===== src/rtl/bpu_ctrl.sv =====
// Branch prediction bookkeeping: queues fetch-time predictions, checks them at
// resolution, drives predictor updates, misprediction recovery and statistics.
module bpu_ctrl #(
  parameter int DEPTH = 4,
  parameter int CNT_W = 16
) (
  input  logic             clk,
  input  logic             reset,
  input  logic             StallF,
  input  logic             BranchF,
  input  logic             BP,
  input  logic [31:0]      PCF,
  input  logic             BranchB,
  input  logic             ZeroB,
  input  logic [31:0]      PCB,
  input  logic [31:0]      PCTargetB,
  output logic             UpdateEn,
  output logic             UpdateTaken,
  output logic [31:0]      UpdatePC,
  output logic             Flush,
  output logic             RedirectEn,
  output logic [31:0]      RedirectPC,
  output logic             Full,
  output logic             Err,
  output logic [CNT_W-1:0] BrCount,
  output logic [CNT_W-1:0] MissCount
);

  localparam int PTR_W = $clog2(DEPTH);
  localparam int OCC_W = $clog2(DEPTH + 1);

  typedef enum logic {RUN, RECOVER} state_t;

  state_t           state, state_next;
  logic [PTR_W-1:0] head, tail;
  logic [OCC_W-1:0] occ;
  logic             rec_bp [DEPTH];
  logic [31:0]      rec_pc [DEPTH];

  logic run, deq, mispredict, enq, overflow, empty_res, pc_mismatch;

  assign run         = (state == RUN);
  assign Full        = (occ == OCC_W'(DEPTH));
  assign deq         = BranchB & run & (occ != '0);
  assign mispredict  = deq & (rec_bp[head] != ZeroB);
  // A dequeue frees a slot in the same cycle, so a full queue may still accept.
  assign enq         = BranchF & ~StallF & run & (~Full | deq) & ~mispredict;
  assign overflow    = BranchF & ~StallF & run & Full & ~deq;
  assign empty_res   = BranchB & run & (occ == '0);
  assign pc_mismatch = deq & (rec_pc[head] != PCB);

  always_ff @(posedge clk) begin
    if (enq) begin
      rec_bp[tail] <= BP;
      rec_pc[tail] <= PCF;
    end
  end

  always_ff @(posedge clk) begin
    if (reset) begin
      state       <= RUN;
      head        <= '0;
      tail        <= '0;
      occ         <= '0;
      UpdateEn    <= 1'b0;
      UpdateTaken <= 1'b0;
      UpdatePC    <= '0;
      RedirectPC  <= '0;
      Err         <= 1'b0;
      BrCount     <= '0;
      MissCount   <= '0;
    end else begin
      state    <= state_next;
      UpdateEn <= deq;
      if (deq) begin
        UpdateTaken <= ZeroB;
        UpdatePC    <= PCB;
      end
      if (mispredict)
        RedirectPC <= ZeroB ? PCTargetB : PCB + 32'd4;
      if (overflow | empty_res | pc_mismatch)
        Err <= 1'b1;
      if (deq && BrCount != '1)
        BrCount <= BrCount + CNT_W'(1);
      if (mispredict && MissCount != '1)
        MissCount <= MissCount + CNT_W'(1);
      // Wrong-path records are discarded as soon as the mispredict is seen.
      if (mispredict || !run) begin
        head <= '0;
        tail <= '0;
        occ  <= '0;
      end else begin
        if (enq) tail <= tail + PTR_W'(1);
        if (deq) head <= head + PTR_W'(1);
        if (enq && !deq)      occ <= occ + OCC_W'(1);
        else if (!enq && deq) occ <= occ - OCC_W'(1);
      end
    end
  end

  always_comb begin
    state_next = state;
    Flush      = 1'b0;
    RedirectEn = 1'b0;
    case (state)
      RUN: begin
        if (mispredict) state_next = RECOVER;
      end
      RECOVER: begin
        Flush      = 1'b1;
        RedirectEn = 1'b1;
        state_next = RUN;
      end
      default: state_next = RUN;
    endcase
  end

endmodule


===== config.mk =====
export PLATFORM = sky130hd
export DESIGN_NAME = bpu_ctrl
export DESIGN_NICKNAME = d
export VERILOG_FILES = /design/src/rtl/bpu_ctrl.sv
export SDC_FILE = /design/constraint.sdc
export NUM_CORES = 1
export LEC_CHECK = 0
export ABC_AREA = 1
export BUFFER_PORTS_ARGS = -buffer_cell sky130_fd_sc_hd__buf_2
export CELL_PAD_IN_SITES_DETAIL_PLACEMENT = 0
export CELL_PAD_IN_SITES_GLOBAL_PLACEMENT = 1
export CORE_UTILIZATION = 38
export DETAILED_ROUTE_END_ITERATION = 6
export PLACE_DENSITY_LB_ADDON = 0.1
export RECOVER_POWER = 25
export SLEW_MARGIN = 5
export SYNTH_ARGS = -nofsm -noshare
export SYNTH_HDL_FRONTEND = slang
export SYNTH_SLANG_ARGS = --single-unit

===== constraint.sdc =====
create_clock -name clk -period 3.2 [get_ports clk]
set_clock_uncertainty 0.05 [all_clocks]
set_input_delay 0.64 -clock clk [delete_from_list [all_inputs] [get_ports clk]]
set_output_delay 0.64 -clock clk [all_outputs]
set_load 0.05 [all_outputs]

Yosys cells after proc, flatten, opt, wreduce, memory -nomap -nowiden
Memory sizes are Yosys's and may differ from the RTL's. A register that Yosys moved wholly into a read port is not among the register bits.
Index checks and enable logic that the tools add are counted.
{"block": "word_totals", "mem_bits_rw": 132, "regBits": 107, "memories": 2, "elab_cells": 67}
{"memory": "rec_pc", "depth": 4, "width": 32, "read_ports": 1, "rd_clocked_by_memory_dff": 1, "write_ports": 1, "line": "38", "rtl": "logic [31:0] rec_pc [DEPTH];"}
{"memory": "rec_bp", "depth": 4, "width": 1, "read_ports": 1, "rd_clocked_by_memory_dff": 1, "write_ports": 1, "line": "37", "rtl": "logic rec_bp [DEPTH];"}
{"block": "classes", "bitwise": 19, "reduce_logical": 11, "addsub": 7, "n_eq_ne": 5, "muxes": 12}
{"op": "adder 16 x 1 -> 16 bit (second input constant)", "count": 2}
{"op": "adder 32 x 3 -> 32 bit (second input constant)", "count": 1}
{"op": "2-to-1 mux 32 bit", "count": 1}
{"op": "inequality test 16 bit (second input constant)", "count": 2}
{"op": "inequality test 32 bit", "count": 1}
{"op": "AND 1 bit", "count": 11}
{"op": "2-to-1 mux 2 bit", "count": 4}
{"op": "2-to-1 mux 3 bit", "count": 2}
{"op": "inverter 1 bit", "count": 5}
{"op": "adder 2 x 1 -> 2 bit (second input constant)", "count": 2}
{"op": "logical AND 1 bit", "count": 4}
{"op": "2-to-1 mux 1 bit", "count": 4}
{"op": "adder 3 x 1 -> 3 bit (second input constant)", "count": 1}
{"op": "== test 3 bit (second input constant)", "count": 1}
{"op": "zero test 3 bit", "count": 1}
{"op": "bitwise OR 1 bit", "count": 3}
{"op": "nonzero test 3 bit", "count": 1}
{"op": "subtractor 3 x 1 -> 3 bit (second input constant)", "count": 1}
{"op": "zero test 1 bit", "count": 2}
{"op": "one-hot mux 1 bit (2 select lines)", "count": 1}
{"op": "nonzero test 2 bit", "count": 1}
{"op": "OR reduction 2 bit", "count": 1}
{"op": "logical OR 1 bit", "count": 1}
{"op": "inequality test 1 bit", "count": 1}

Logic depth before layout (Yosys ltp)
{"block": "depth", "ltp_word": 10, "mapped_depth": 16, "ltp_nobuf": 14}

Least setup slack after synthesis
OpenSTA, ideal clock, no wires.
{"block": "synth_timing", "kind": "register -> register", "startpoint": "register state", "endpoint": "memory rec_bp[0], enable pin", "arrival_ns": 2.662, "stages_incl_launch_ff": 7, "setup_time_ns": 0.423, "path_slack_ns": 0.065, "path_cell_list": "dfxtp_1 -> inv_1 -> nand2_1 -> a21oi_4 -> nand3_4 -> nand2_2 -> nor2_1"}
{"block": "synth_between", "elab_chain_cells": 8, "word_cells_on_any_way": 11}
{"item": "from (decl)", "line": "34", "rtl": "state_t state, state_next;"}
{"item": "from (signal assigned)", "line": "73", "rtl": "state <= state_next;"}
{"item": "inverter 1 bit (*)"}
{"item": "AND 1 bit (2 in series)", "line": "44", "rtl": "assign deq = BranchB & run & (occ != '0);"}
{"item": "bitwise OR 1 bit or AND 1 bit (tied branches)", "line": "47, 45"}
{"item": "AND 1 bit or inverter 1 bit (tied branches)", "line": "47", "rtl": "assign enq = BranchF & ~StallF & run & (~Full | deq) & ~mispredict;"}
{"item": "AND 1 bit (*)", "line": "47"}
{"item": "2-to-1 mux 1 bit (*)", "line": "53", "rtl": "if (enq) begin"}
{"item": "2-to-1 mux 1 bit (implied by the code) (*)", "line": "54", "rtl": "rec_bp[tail] <= BP;"}
{"item": "to (decl)", "line": "37"}
Every way passes the cells marked *; elsewhere a longest branch is shown, timed or not.

==> metrics.md <==
| Metric | Value |
|---|---|
| TritonCTS clock tree | built |
| DR iter-0 viols | 613 |
| Max VDD drop | 0.000619 V |
| Static leakage | 5.69 nW |
| Outcome | finished clean |
| Synthesized flop and latch total | 241 |
| WL final | 34700 um |
| Routability cong. | 0.849 |
| Final setup vio count | 0 |
| Crit path kind | register to register |
| Critical Path AT | 2.71 ns |
| Fmax | 427 MHz |
| Hold buffer count at CTS | 0 |
| Initial antenna violation count | 0 |
| Post-CTS Repair Setup Buffers | 0 |
| Initial Utilization | 38.7% |
| Fillers | 2973 |
| CTS Buf Count | 27 |
| Mapped Cells | 1322 |
| Synth unique cells | 44 |
| Skew-Pair Late Insertion Delay | 0.55 ns |
| Predominant post-synthesis flop cell | edfxtp_1 |
| Top-count cell post-synth | nand2_1 |
| Leading area contributor after synthesis | edfxtp_1 |
| Post-route DRC | 0 |
| Post-cts sizing count | 0 |
| Clock power share | 29.4% |
| Synth top area cells | edfxtp_1 (35%), dfxtp_1 (20%), nand2_1 (13%) |
| CP Launch Type | register |
| P&R area growth vs syn | 20.6% |
| DIE AREA | 30100 um2 |
| First-pass GRT wire length | 52900 um |
| Vias in the first global route | 8901 |
| Largest net degree at the start of global routing | 70 |
| Post-synth top cells | nand2_1 (401), nand3_1 (148), edfxtp_1 (132) |
| Crit path max fanout | 20 |
| Period utilisation layout | 73.2% |
| Slew HR | 57.8% |
| Sequential fraction of the synthesis area | 55.0% |
| Maxcap violations | 0 |
| Placeable core region | 28900 um2 |
| ANT nets after route | 0 |
| Synthesized Nets | 1433 |
| Count of input and output buffers | 204 |
| 1st-pass router iterations | 4 |
| Reg2Reg Setup Slack | 0.86 ns |
| Worst path slowest cell | dfxtp_2 |
| Vias | 9491 |
| Reg power frac | 36.7% |
| # IOs | 205 |
| Worst Hold Class | input pin to register |
| Crit-path cells | inv_2 > nand2_1 > nand3_1 > nand3_1 > nand3_4 > inv_4 > nand2_2 > inv_2 > nand2_1 > o21ai_0 > a21oi_1 |
| DR WL/cell | 18.1 um |
| Vias per cell | 4.94 |
| Ant diodes | 0 |
| Crit path largest cell delay | 0.61 ns |
| Switch share | 39.4% |
| Least-Margin Pin Slew | 0.633 ns |
| Final setup TNS | 0 ns |
| Number of clock sinks | 241 |
| Combinational power share | 33.9% |
| CTS root buf | clkbuf_16 |
| Power density over the cells | 815 nW/um2 |
| RSZ-0062 raised after global routing | false |
| Max Slew Vio Count | 0 |
| Cell Int Power | 6.65 mW |
| Total Power | 11.0 mW |
| Clock Path Buffers | 3 |
| CP Capture Type | register |
| Post-Synthesis Cell Area | 11200 um2 |
| Async SR Flop Fraction | 0% |
| Min Clock Period, post-route | 2.34 ns |
| # rows | 62 |
| Chip Width | 174 um |
| Crit path required time | 3.57 ns |
| Ys Warns | 0 |
| Ratio of cells with drive above 1 in the final layout | 17.3% |
| NetSw | 4.33 mW |
| Mean Syn Cell Area | 8.45 um2 |
| Detail Placement HPWL | 24400 um |
| Post-layout net count | 1626 |
| Chip Height | 174 um |
| Yosys top cell area share | 35.5% |
| Number of H-tree levels | 1 |
| Clock transition at path regs | 0.06 ns |
| Total gr overflow | 0 |
| Post-synth EDFFs | 132 |
| Final hold vios | 0 |
| Total GRT Usage | 23.0% |
[cell families (layout without fill, tap and decap cells)]
logic type	count (synthesis)	count (layout)	share of synthesized area, %
AO/OA/AOI/OAI	185	185	8.61
flip-flops	241	241	55.0
adder cells (fa/ha/maj)	8	8	0.963
XOR/XNOR	26	26	2.16
buffers and inverters	156	370	5.99
AND/OR/NAND/NOR	706	706	27.3
[power groups by stage]
stage	sequential (mW)	clock [mW]	combinational (mW)
2_1_floorplan	5.17	0	1.70
3_3_place_gp	4.09	0	3.73
3_5_place_dp	4.10	0	3.74
4_1_cts	4.04	3.30	3.76
5_1_grt	4.09	3.41	4.07
6_report	4.03	3.23	3.72
[placed cells by master, fill, tap and decap left out, types with 2 or more instances in the layout]
| cell type | synthesis | routed |
|---|---|---|
| clkbuf_16 | 0 | 27 |
| clkinv_2 | 0 | 6 |
| nor2_2 | 1 | 5 |
| ha_1 | 7 | 7 |
| o21ai_1 | 2 | 2 |
| buf_4 | 9 | 11 |
| nand3_2 | 2 | 2 |
| nand2_1 | 401 | 401 |
| nor3_1 | 26 | 26 |
| o211ai_1 | 4 | 4 |
| nor3_2 | 6 | 6 |
| inv_1 | 91 | 91 |
| a21oi_1 | 98 | 98 |
| a31oi_1 | 6 | 6 |
| o21ai_0 | 71 | 71 |
| xnor2_1 | 5 | 5 |
| nor2_1 | 91 | 87 |
| dfxtp_1 | 109 | 108 |
| nand3_1 | 148 | 148 |
| nand4_1 | 12 | 12 |
| buf_12 | 0 | 6 |
| inv_6 | 0 | 2 |
| buf_2 | 20 | 173 |
| nand2_2 | 4 | 4 |
| xor2_1 | 20 | 20 |
| and3_1 | 2 | 2 |
| edfxtp_1 | 132 | 132 |
| inv_2 | 6 | 7 |
| o21a_1 | 2 | 2 |
| nor3b_1 | 2 | 2 |
| bufinv_16 | 0 | 5 |
| clkbuf_1 | 23 | 39 |
| nor2_4 | 3 | 3 |
[critical path, delay by kind of cell (launching register included)]
family,cells,cell delay [ns]
flip-flops,1,0.61
AND/OR/NAND/NOR,6,0.78
AO/OA/AOI/OAI,2,0.20
buffers and inverters,3,0.57
[cell type report]
cell class	instances	area, um2	area share (%)
Multi-Input combinational cell	925	4370	32.4
Tap cell	384	480	3.57
Timing Repair Buffer	221	1180	8.79
Inverter	99	374	2.78
Clock inverter	15	210	1.56
Clock buffer	35	706	5.24
Sequential cell	241	6150	45.6
[final timing paths]
path	startpoint	to	cells past startpoint
min	PCF[6]	rec_pc[1][6]$_DFFE_PP_	1
max	register	MissCount[2]$_SDFFE_PP0P_	11
max reg2reg	register	MissCount[2]$_SDFFE_PP0P_	11
min reg2reg	RedirectPC[10]$_SDFFE_PP0P_	RedirectPC[10]$_SDFFE_PP0P_	2
[per-stage QoR]
step	hold WS (ns)	setup slack, ns	area [um2]	instances	util (%)
finish	0.287	0.856	13500	1920	46.7
global route	0.288	0.597	13500	1920	46.7
CTS	0.228	0.782	13500	1920	46.8
detailed placement	0.403	0.747	12600	1870	43.7
global placement	0.395	0.791	12600	1870	43.7
floorplan	0.403	0.0652	11200	1322	-
[per-layer routing]
metal | vias up | share of wire [%] | track usage [%]
met5 | - | 0 | 0
met4 | 0 | 1.7 | 5.57
met3 | 40 | 4.8 | 3.40
met2 | 248 | 45 | 36.7
met1 | 4399 | 48 | 32.7
li1 | 4804 | - | -
[flip-flops by register name (all words and copies together) (netlist names), named ones only]
signal	count
tail	2
UpdateEn	1
UpdateTaken	1
head	2
MissCount	16
Err	1
RedirectPC	32
state	1
rec_bp	4
rec_pc	128
UpdatePC	32
occ	3
BrCount	16
No activity file was read; power rests on OpenSTA's default activity.
